`config.mk`:
```
export PLATFORM = sky130hd
export DESIGN_NAME = hazard_ctrl_flat
export DESIGN_NICKNAME = d
export VERILOG_FILES = /design/src/rtl/hazard_ctrl_if.sv /design/src/rtl/hazard_ctrl.sv /design/src/flat_wrapper.sv
export SDC_FILE = /design/constraint.sdc
export NUM_CORES = 1
export LEC_CHECK = 0
export ABC_AREA = 1
export CAP_MARGIN = 20
export CORE_ASPECT_RATIO = 1.25
export CORE_MARGIN = 5
export CORE_UTILIZATION = 61
export CTS_CLUSTER_SIZE = 28
export DETAILED_ROUTE_END_ITERATION = 10
export DONT_BUFFER_PORTS = 1
export HOLD_SLACK_MARGIN = 0.15
export PLACE_DENSITY = 0.87
export REMOVE_ABC_BUFFERS = 1
export SLEW_MARGIN = 30
export SYNTH_ARGS = -nofsm -noshare
export SYNTH_HDL_FRONTEND = slang
export SYNTH_SLANG_ARGS = --single-unit
export TNS_END_PERCENT = 1
```
`constraint.sdc`:
```
create_clock -name clk -period 1.2 [get_ports clk]
set_input_delay 0.06 -clock clk [delete_from_list [all_inputs] [get_ports clk]]
set_output_delay 0.06 -clock clk [all_outputs]
set_load 0.03 [all_outputs]
```
`src/rtl/hazard_ctrl_if.sv`:
```
// Hazard scheduler bundle: ID/EX decode facts in, pipeline enables/flushes and MDU handshake out.
// master = pipeline datapath side, slave = hazard_ctrl.
interface hazard_ctrl_if;
  logic [4:0]  rsID;
  logic [4:0]  rtID;
  logic        useRtID;
  logic        mdUseID;
  logic [4:0]  rdEX;
  logic        lwEX;
  logic        GPRWrEX;
  logic        mdOpEX;
  logic        brTakenEX;
  logic        PCWr;
  logic        IFIDWr;
  logic        IFIDFlush;
  logic        IDEXFlush;
  logic        mdu_go;
  logic        mdBusy;
  logic [31:0] stallCnt;
  logic [31:0] flushCnt;

  modport master (
    output rsID, rtID, useRtID, mdUseID, rdEX, lwEX, GPRWrEX, mdOpEX, brTakenEX,
    input  PCWr, IFIDWr, IFIDFlush, IDEXFlush, mdu_go, mdBusy, stallCnt, flushCnt
  );

  modport slave (
    input  rsID, rtID, useRtID, mdUseID, rdEX, lwEX, GPRWrEX, mdOpEX, brTakenEX,
    output PCWr, IFIDWr, IFIDFlush, IDEXFlush, mdu_go, mdBusy, stallCnt, flushCnt
  );
endinterface

```
`src/rtl/hazard_ctrl.sv`:
```
// 5-stage MIPS32 hazard scheduler: load-use stall, taken-branch flush, MDU busy tracking.
// Controls are combinational (0 latency); define STALL_CNT_EN for stall/flush event counters.
module hazard_ctrl #(
  parameter int MD_LAT = 32,
  parameter int CNT_W  = 6
) (
  input  logic         clk,
  input  logic         rst,
  hazard_ctrl_if.slave hz
);

  localparam logic [0:0] RUN    = 1'b0;
  localparam logic [0:0] MDWAIT = 1'b1;
  localparam logic [CNT_W-1:0] MD_CNT_INIT = CNT_W'(MD_LAT - 1);
  localparam logic [CNT_W-1:0] MD_CNT_LAST = CNT_W'(1);

  logic [0:0]       state;
  logic [CNT_W-1:0] mdCnt;
  logic             busy;
  logic             ldHaz;
  logic             mdHaz;
  logic             go;
  logic             pcwr;
  logic             ifidwr;
  logic             ifidflush;
  logic             idexflush;

  assign busy  = (state == MDWAIT);
  assign ldHaz = hz.lwEX & hz.GPRWrEX & (hz.rdEX != 5'd0) &
                 ((hz.rdEX == hz.rsID) | (hz.useRtID & (hz.rdEX == hz.rtID)));
  assign mdHaz = busy & hz.mdUseID;
  assign go    = hz.mdOpEX & ~busy & ~rst;

  // A taken branch squashes the ID instruction, so any stall it would need is moot.
  always_comb begin
    pcwr      = 1'b1;
    ifidwr    = 1'b1;
    ifidflush = 1'b0;
    idexflush = 1'b0;
    if (!rst) begin
      if (hz.brTakenEX) begin
        ifidflush = 1'b1;
        idexflush = 1'b1;
      end else if (ldHaz | mdHaz) begin
        pcwr      = 1'b0;
        ifidwr    = 1'b0;
        idexflush = 1'b1;
      end
    end
  end

  // Busy window is MD_LAT-1 cycles after the go pulse; branches never abort it.
  always_ff @(posedge clk or posedge rst) begin
    if (rst) begin
      state <= RUN;
      mdCnt <= '0;
    end else begin
      case (state)
        RUN: begin
          if (go) begin
            state <= MDWAIT;
            mdCnt <= MD_CNT_INIT;
          end
        end
        MDWAIT: begin
          if (mdCnt == MD_CNT_LAST) begin
            state <= RUN;
            mdCnt <= '0;
          end else begin
            mdCnt <= mdCnt - 1'b1;
          end
        end
        default: begin
          state <= RUN;
          mdCnt <= '0;
        end
      endcase
    end
  end

  assign hz.PCWr      = pcwr;
  assign hz.IFIDWr    = ifidwr;
  assign hz.IFIDFlush = ifidflush;
  assign hz.IDEXFlush = idexflush;
  assign hz.mdu_go    = go;
  assign hz.mdBusy    = busy;

`ifdef STALL_CNT_EN
  logic [31:0] stall_q;
  logic [31:0] flush_q;

  always_ff @(posedge clk or posedge rst) begin
    if (rst) begin
      stall_q <= '0;
      flush_q <= '0;
    end else begin
      if (!pcwr)
        stall_q <= stall_q + 32'd1;
      if (ifidflush)
        flush_q <= flush_q + 32'd1;
    end
  end

  assign hz.stallCnt = stall_q;
  assign hz.flushCnt = flush_q;
`else
  assign hz.stallCnt = '0;
  assign hz.flushCnt = '0;
`endif

endmodule

```
`src/flat_wrapper.sv`:
```
// flat-port wrapper written by rule: the top's interface ports become plain ports
module hazard_ctrl_flat 
#(
  parameter int MD_LAT = 32,
  parameter int CNT_W  = 6
)
  (clk, rst, hz_rsID, hz_rtID, hz_useRtID, hz_mdUseID, hz_rdEX, hz_lwEX, hz_GPRWrEX, hz_mdOpEX, hz_brTakenEX, hz_PCWr, hz_IFIDWr, hz_IFIDFlush, hz_IDEXFlush, hz_mdu_go, hz_mdBusy, hz_stallCnt, hz_flushCnt);
  hazard_ctrl_if hz_i ();
  input  logic clk;
  input  logic rst;
  input wire logic [$bits(hz_i.rsID)-1:0] hz_rsID;
  input wire logic [$bits(hz_i.rtID)-1:0] hz_rtID;
  input wire logic [$bits(hz_i.useRtID)-1:0] hz_useRtID;
  input wire logic [$bits(hz_i.mdUseID)-1:0] hz_mdUseID;
  input wire logic [$bits(hz_i.rdEX)-1:0] hz_rdEX;
  input wire logic [$bits(hz_i.lwEX)-1:0] hz_lwEX;
  input wire logic [$bits(hz_i.GPRWrEX)-1:0] hz_GPRWrEX;
  input wire logic [$bits(hz_i.mdOpEX)-1:0] hz_mdOpEX;
  input wire logic [$bits(hz_i.brTakenEX)-1:0] hz_brTakenEX;
  output wire logic [$bits(hz_i.PCWr)-1:0] hz_PCWr;
  output wire logic [$bits(hz_i.IFIDWr)-1:0] hz_IFIDWr;
  output wire logic [$bits(hz_i.IFIDFlush)-1:0] hz_IFIDFlush;
  output wire logic [$bits(hz_i.IDEXFlush)-1:0] hz_IDEXFlush;
  output wire logic [$bits(hz_i.mdu_go)-1:0] hz_mdu_go;
  output wire logic [$bits(hz_i.mdBusy)-1:0] hz_mdBusy;
  output wire logic [$bits(hz_i.stallCnt)-1:0] hz_stallCnt;
  output wire logic [$bits(hz_i.flushCnt)-1:0] hz_flushCnt;
  assign hz_i.rsID = hz_rsID;
  assign hz_i.rtID = hz_rtID;
  assign hz_i.useRtID = hz_useRtID;
  assign hz_i.mdUseID = hz_mdUseID;
  assign hz_i.rdEX = hz_rdEX;
  assign hz_i.lwEX = hz_lwEX;
  assign hz_i.GPRWrEX = hz_GPRWrEX;
  assign hz_i.mdOpEX = hz_mdOpEX;
  assign hz_i.brTakenEX = hz_brTakenEX;
  assign hz_PCWr = hz_i.PCWr;
  assign hz_IFIDWr = hz_i.IFIDWr;
  assign hz_IFIDFlush = hz_i.IFIDFlush;
  assign hz_IDEXFlush = hz_i.IDEXFlush;
  assign hz_mdu_go = hz_i.mdu_go;
  assign hz_mdBusy = hz_i.mdBusy;
  assign hz_stallCnt = hz_i.stallCnt;
  assign hz_flushCnt = hz_i.flushCnt;
  hazard_ctrl #(.MD_LAT(MD_LAT), .CNT_W(CNT_W)) u_core (.clk(clk), .rst(rst), .hz(hz_i));
endmodule
```
==> results of run 1 <==
==> path summary, 6_finish.rpt <==
check / slack (ns) / depth (start not counted) / to
min in group asynchronous: 0.82 / 3 / u_core.mdCnt[1]
worst max register to register: 0.04 / 5 / u_core.mdCnt[2]
max in group asynchronous: 0.10 / 3 / u_core.hz.mdBusy
worst min-delay path: 0.32 / 2 / hz_IFIDFlush
worst max-delay path: 0.04 / 5 / u_core.mdCnt[2]
worst min register to register: 0.58 / 2 / u_core.mdCnt[3]
==> metal layers <==
metal / up-vias / part of all wire (%)
met5: - / 0
met4: 0 / 1.4
met3: 5 / 13
met2: 56 / 58
met1: 389 / 28
li1: 428 / -
==> state kept, by name (all words and copies together), names as in the netlist <==
register          flops
u_core.hz.mdBusy      1
u_core.mdCnt          6
==> report_power, final <==
group | leakage (nW) | total, W | switching, W | internal [W]
clock network | 0.0150 | 0.000219 | 0.0000919 | 0.000127
registers | 0.0818 | 0.000463 | 0.0000991 | 0.000364
logic | 0.609 | 0.00127 | 0.000818 | 0.000451
==> stage by stage <==
| step | setup TNS [ns] | utilization, % |
|---|---|---|
| after floorplan | -0.139 | - |
| after global placement | 0 | 56.1 |
| after CTS | 0 | 59.7 |
| after global routing | -0.00829 | 60.9 |
| final | 0 | 60.9 |
| after detailed placement | 0 | 56.1 |
==> layout make-up <==
type / count / area [um2]
fillers: 168 / 699
multi-input cells: 140 / 638
flip-flops and latches: 7 / 176
repair buffers: 15 / 128
inverters: 25 / 95.1
clock buffers: 4 / 26.3
well taps: 19 / 23.8
==> what timing repair did <==
action | in CTS | in global routing
setup endpoints to repair | 1 | 7
endpoints found under the hold margin | 11 | 0
gates cloned | 0 | 0
buffers inserted | 1 | 0
pin swaps | 0 | 1
hold buffers | 3 | 0
resized for setup | 0 | 6
==> kinds of logic (layout without fill, tap and decap cells) <==
family	count (synthesis)	in the layout	synth area share, %
buffers and inverters	90	44	50.8
adder cells (fa/ha/maj)	2	2	2.18
XOR/XNOR	4	4	3.05
AND/OR/NAND/NOR	62	62	24.2
AO/OA/AOI/OAI	8	8	4.14
flip-flops	7	7	15.3
other	1	64	0.327
==> cells in the final DEF, fill, tap and decap left out <==
cell type and n:
a21oi_1 4, a22oi_1 1, buf_4 10, buf_6 2, clkbuf_1 1, clkbuf_4 3, clkinv_2 1, conb_1 64
dfrtp_1 6, dfrtp_2 1, dlygate4sd3_1 3, ha_1 2, inv_1 16, inv_2 8, nand2_1 35, nand2_2 5
nand3_1 6, nand3_2 1, nand3_4 1, nand4_1 2, nor2_1 10, nor2_2 2, o211ai_1 2, o21ai_1 1
xnor2_1 1, xnor2_2 1, xor2_1 2
==> run metrics, run 1 <==
Top delay family on crit path flip-flops; worst hold margin 0.318 ns; post-route setup slack 0.0444 ns; Static Leak 0.706 nW; CTS tree done; dpl ws 0.0508 ns; Longest Clk Path Bufs 2; I/O Buffers 0; first drt pass iteration count 4; vias in the first global route 773; Overall Global Routing Usage 14.1%; clock root cell clkbuf_4; critical path class reg -> reg; CTS sink count 7; area leader, netlist buf_4; Most Crowded Layer GR met2; GRT met1 Usage 13.4%; synthesized area 1150 um2; max-cap viol count 0; period utilization 96.3%; Max stage delay cell, worst path dfrtp_1; Max Slew Vio Count 0; DRC 0; crit path buf inv count 2; Post-synth EDFFs 0; Detailed Place HPWL 1810 um; run status completed; Tmin final 1.16 ns; Critical Path Start u_core.mdCnt[0]; Clock Latency Late Sink between 0.2 and 0.3 ns; Die Area 2850 um2; io pins 93; Peak Freq between 800 and 900 MHz; wirelength, routed ~2200 um; syn avg cell area 6.59 um2; Hold WC Path Type in -> out; startpoint types flip-flop; final hold viol count 0; Final #Nets 217; gpl congestion 0.894; top post-synthesis cells by area buf_4, dfrtp_1, nand2_1, inv_1, nor2_1; Worst Path Max Fanout 2; # setup viols final 0; gr ovfl total 0; RSZ-0062 raised after global routing yes; Async SR Flop Fraction 100%; Antenna Cells 0; area of the core 1790 um2; initial antenna violation count 0; Unique masters post-synth 21; reg2reg start u_core.mdCnt[0]; most common cell in the netlist buf_4; area share of the largest cell type after synthesis a little over two fifths; initial drt markers 14; worst vdd ir 1.28 mV; deepest level of the CTS H-tree 1; CP Capture Type flip-flop; Setup Skew roughly 0.0036 ns; first-pass GRT wire length 3270 um; WP data arrival 1.33 ns; M2 GR Usage 28.7%; Non-Filler Instances 210; clk slew on worst S/H paths 0.05 ns; largest net degree at the start of global routing 8; crit-path max cell delay 0.36 ns; Synth Register Bits 7; WL/cell ~11 um; GR Layer Usage met3 3.04%; Total Power 0.00195 W; Synth Flop Type dfrtp_1; Post-DP Area 1000 um2; worst path required time 1.37 ns; routed vias 878; YS warnings 0; chip height 58.5 um; Initial Utilization 64.2%; placed cell count roughly 200; critical-path cell list inv_1, ha_1, buf_4, xnor2_2, o211ai_1; pwr dens 1800 nW/um2; TritonCTS buffer count 3; Cells after Synth 174; row count 17; routed vias/inst about 4.2; fin area 1090 um2; Worst Hold Launch rst; post-synthesis sequential area ratio 15.3%; Die Wd 48.8 um; Synth-to-Final Area Change -5.23%; most frequent cells after synthesis buf_4, nand2_1, inv_1; fraction of layout cells with a size suffix above 1 18.3%; Antenna Violating Nets Remaining 0
(Power assumes the default switching activity.)
==> run 2: changes to the inputs <==
Settings changed: ABC_AREA 1 to unset, SETUP_SLACK_MARGIN set to 0.5, SLEW_MARGIN 30 to unset.
==> run metrics, run 2 <==
Final #Nets between 150 and 200; chip height 56.0 um; area leader, netlist buf_4; worst path required time 1.34 ns; post-route setup slack -0.0715 ns; gpl congestion 0.859; Die Area 2620 um2; Unique masters post-synth 29; final hold viol count 2; fraction of layout cells with a size suffix above 1 29.1%; initial drt markers 6; CTS tree done; top post-synthesis cells by area buf_4, dfrtp_1, xor2_1, o31ai_1, ha_1; RSZ-0062 raised after global routing yes; combinational group share of total power 65.4%; Seq pwr share 23.5%; Post-DP Area 940 um2; Async SR Flop Fraction 100%; Longest Clk Path Bufs 2; Detailed Place HPWL 1790 um; period utilization 106%; Max stage delay cell, worst path dfrtp_1; YS warnings 0; Synth Register Bits 7; synthesized area 1030 um2; Switching Fraction a little under half; commonest non-fill, non-tap cells in the layout conb_1, buf_4, xor2_1, dfrtp_1; critical path class reg -> reg; Antenna Cells 0; commonest non-fill, non-tap cell in the layout conb_1; routed vias/inst 4.42; Clock Latency Late Sink 0.26 ns; Worst Path Max Fanout 3; worst vdd ir 1.28 mV; I/O Buffers 0; Initial Utilization 65.3%; Peak Freq 786 MHz; syn avg cell area approximately 8.2 um2; Max Slew Vio Count 0; worst hold margin -0.0216 ns; clock root cell clkbuf_4; TritonCTS buffer count 3; CP Capture Type flip-flop; largest net degree at the start of global routing 8; Total Power just under 0.002 W; fin area 1070 um2; Tmin final ~1.3 ns; deepest level of the CTS H-tree 1; first-pass GRT wire length 3000 um; crit-path max cell delay 0.38 ns; Clk pwr share 11.1%; Synth-to-Final Area Change 3.76%; gr ovfl total 0; clk slew on worst S/H paths 0.05 ns; Net Sw Power 0.000922 W; most frequent cells after synthesis buf_4, xor2_1, dfrtp_1; initial antenna violation count 0; run status finished, violations left; Antenna Violating Nets Remaining 0; vias in the first global route between 600 and 700; cts hold-fix bufs 1; max-cap viol count 0; Synth Flop Type dfrtp_1; DRC 0; Post-synth EDFFs 0; Top delay family on crit path flip-flops; Overall Global Routing Usage 15.7%; CTS sink count 7; Top reg by flops u_core.mdCnt; Static Leak ~0.58 nW; WL/cell 13.0 um; Int Pwr between 0.001 and 0.0015 W; wirelength, routed roughly 2200 um; area of the core 1580 um2; setup_tns -0.286 ns; Cells after Synth around 130; # setup viols final 6; failing checks negative hold slack, negative setup slack; max reg flops 6; most common cell in the netlist buf_4; area share of the largest cell type after synthesis between 40 and 50%; crit path buf inv count 1; Die Wd approximately 47 um; routed vias approximately 730; row count 16; post-synthesis sequential area ratio 17.0%; WP data arrival ~1.4 ns; io pins 93; fill count approximately 140; Setup Skew 0.00555 ns; startpoint types flip-flop; first drt pass iteration count 4; pwr dens 1830 nW/um2; Hold WC Path Type in -> reg; critical-path cell list inv_2, ha_2, and3b_2, nor3_1, a211o_1
==> run 2: cell count changes after synthesis, moves of 2 or more <==
cell      change
nand2_1      -32
a21oi_1       -2
inv_1        -12
o31ai_1       +4
xor2_1        +7
or3_1         +2
inv_2         -8
nand2_2       -3
o211ai_1      -2
nand3_1       -4
nor3_1        +3
nor2_2        -2
nor2_1        -7
==> run 2: final cells by class <==
cell class              count  area (um2)  share of cell area [%]
multi-input cells         112         641                    59.8
repair buffers             21         188                    17.5
flip-flops and latches      7         176                    16.5
clock buffers               4        26.3                    2.45
well taps                  18        22.5                    2.10
inverters                   4        17.5                    1.64
==> run 2: path summary, 6_finish.rpt <==
kind,from,end,slack (ns),cells after the start
max reg2reg,u_core.mdCnt[1],u_core.mdCnt[2],-0.07,5
max,u_core.mdCnt[1],u_core.mdCnt[2],-0.07,5
max in group asynchronous,rst,u_core.hz.mdBusy,0.85,3
min reg2reg,u_core.mdCnt[5],u_core.mdCnt[5],0.51,1
min,hz_mdOpEX,u_core.hz.mdBusy,-0.02,2
min in group asynchronous,rst,u_core.mdCnt[3],0.22,3
==> run 2: metal layers <==
layer  global-route usage (%)  wire [um]  vias up
li1                         -          -      333
met1                     13.7        554      335
met2                     29.1       1200       61
met3                     7.77        382        4
met4                     4.74         24        0
met5                        0          0        -
==> run 2: cells by family (layout without fill, tap and decap cells) <==
kind of cell	Yosys count	after routing	synth area share [%]
flops	7	7	17.0
compound gates	12	12	9.09
buf+inv	70	29	49.8
simple gates	24	24	12.8
other cells	1	64	0.363
fa+ha+maj	2	2	2.42
xor+xnor	10	10	8.49
==> run 2: stage by stage <==
stage,cells,hold slack (ns),setup slack [ns],util [%]
6_report,166,-0.0216,-0.0715,67.7
5_1_grt,166,-0.0232,-0.136,67.7
4_1_cts,165,-0.0510,-0.119,64.2
3_5_place_dp,159,-0.0501,-0.103,59.4
3_3_place_gp,159,-0.0567,-0.0624,59.4
2_1_floorplan,123,-0.129,-0.261,-
==> run 2: timing repair <==
item / in CTS / in global routing
endpoints found under the hold margin: 13 / 5
gates resized for setup: 8 / 15
pin swaps: 6 / 9
setup buffers: 1 / 1
endpoints found under the setup margin: 12 / 12
==> run 2: power groups by stage <==
stage / registers, W / logic [W] / clock network [W]
floorplan: 0.000494 / 0.000640 / 0
CTS: 0.000447 / 0.00112 / 0.000227
global placement: 0.000450 / 0.00103 / 0
detailed placement: 0.000456 / 0.00105 / 0
global route: 0.000486 / 0.00139 / 0.000249
finish: 0.000460 / 0.00128 / 0.000218
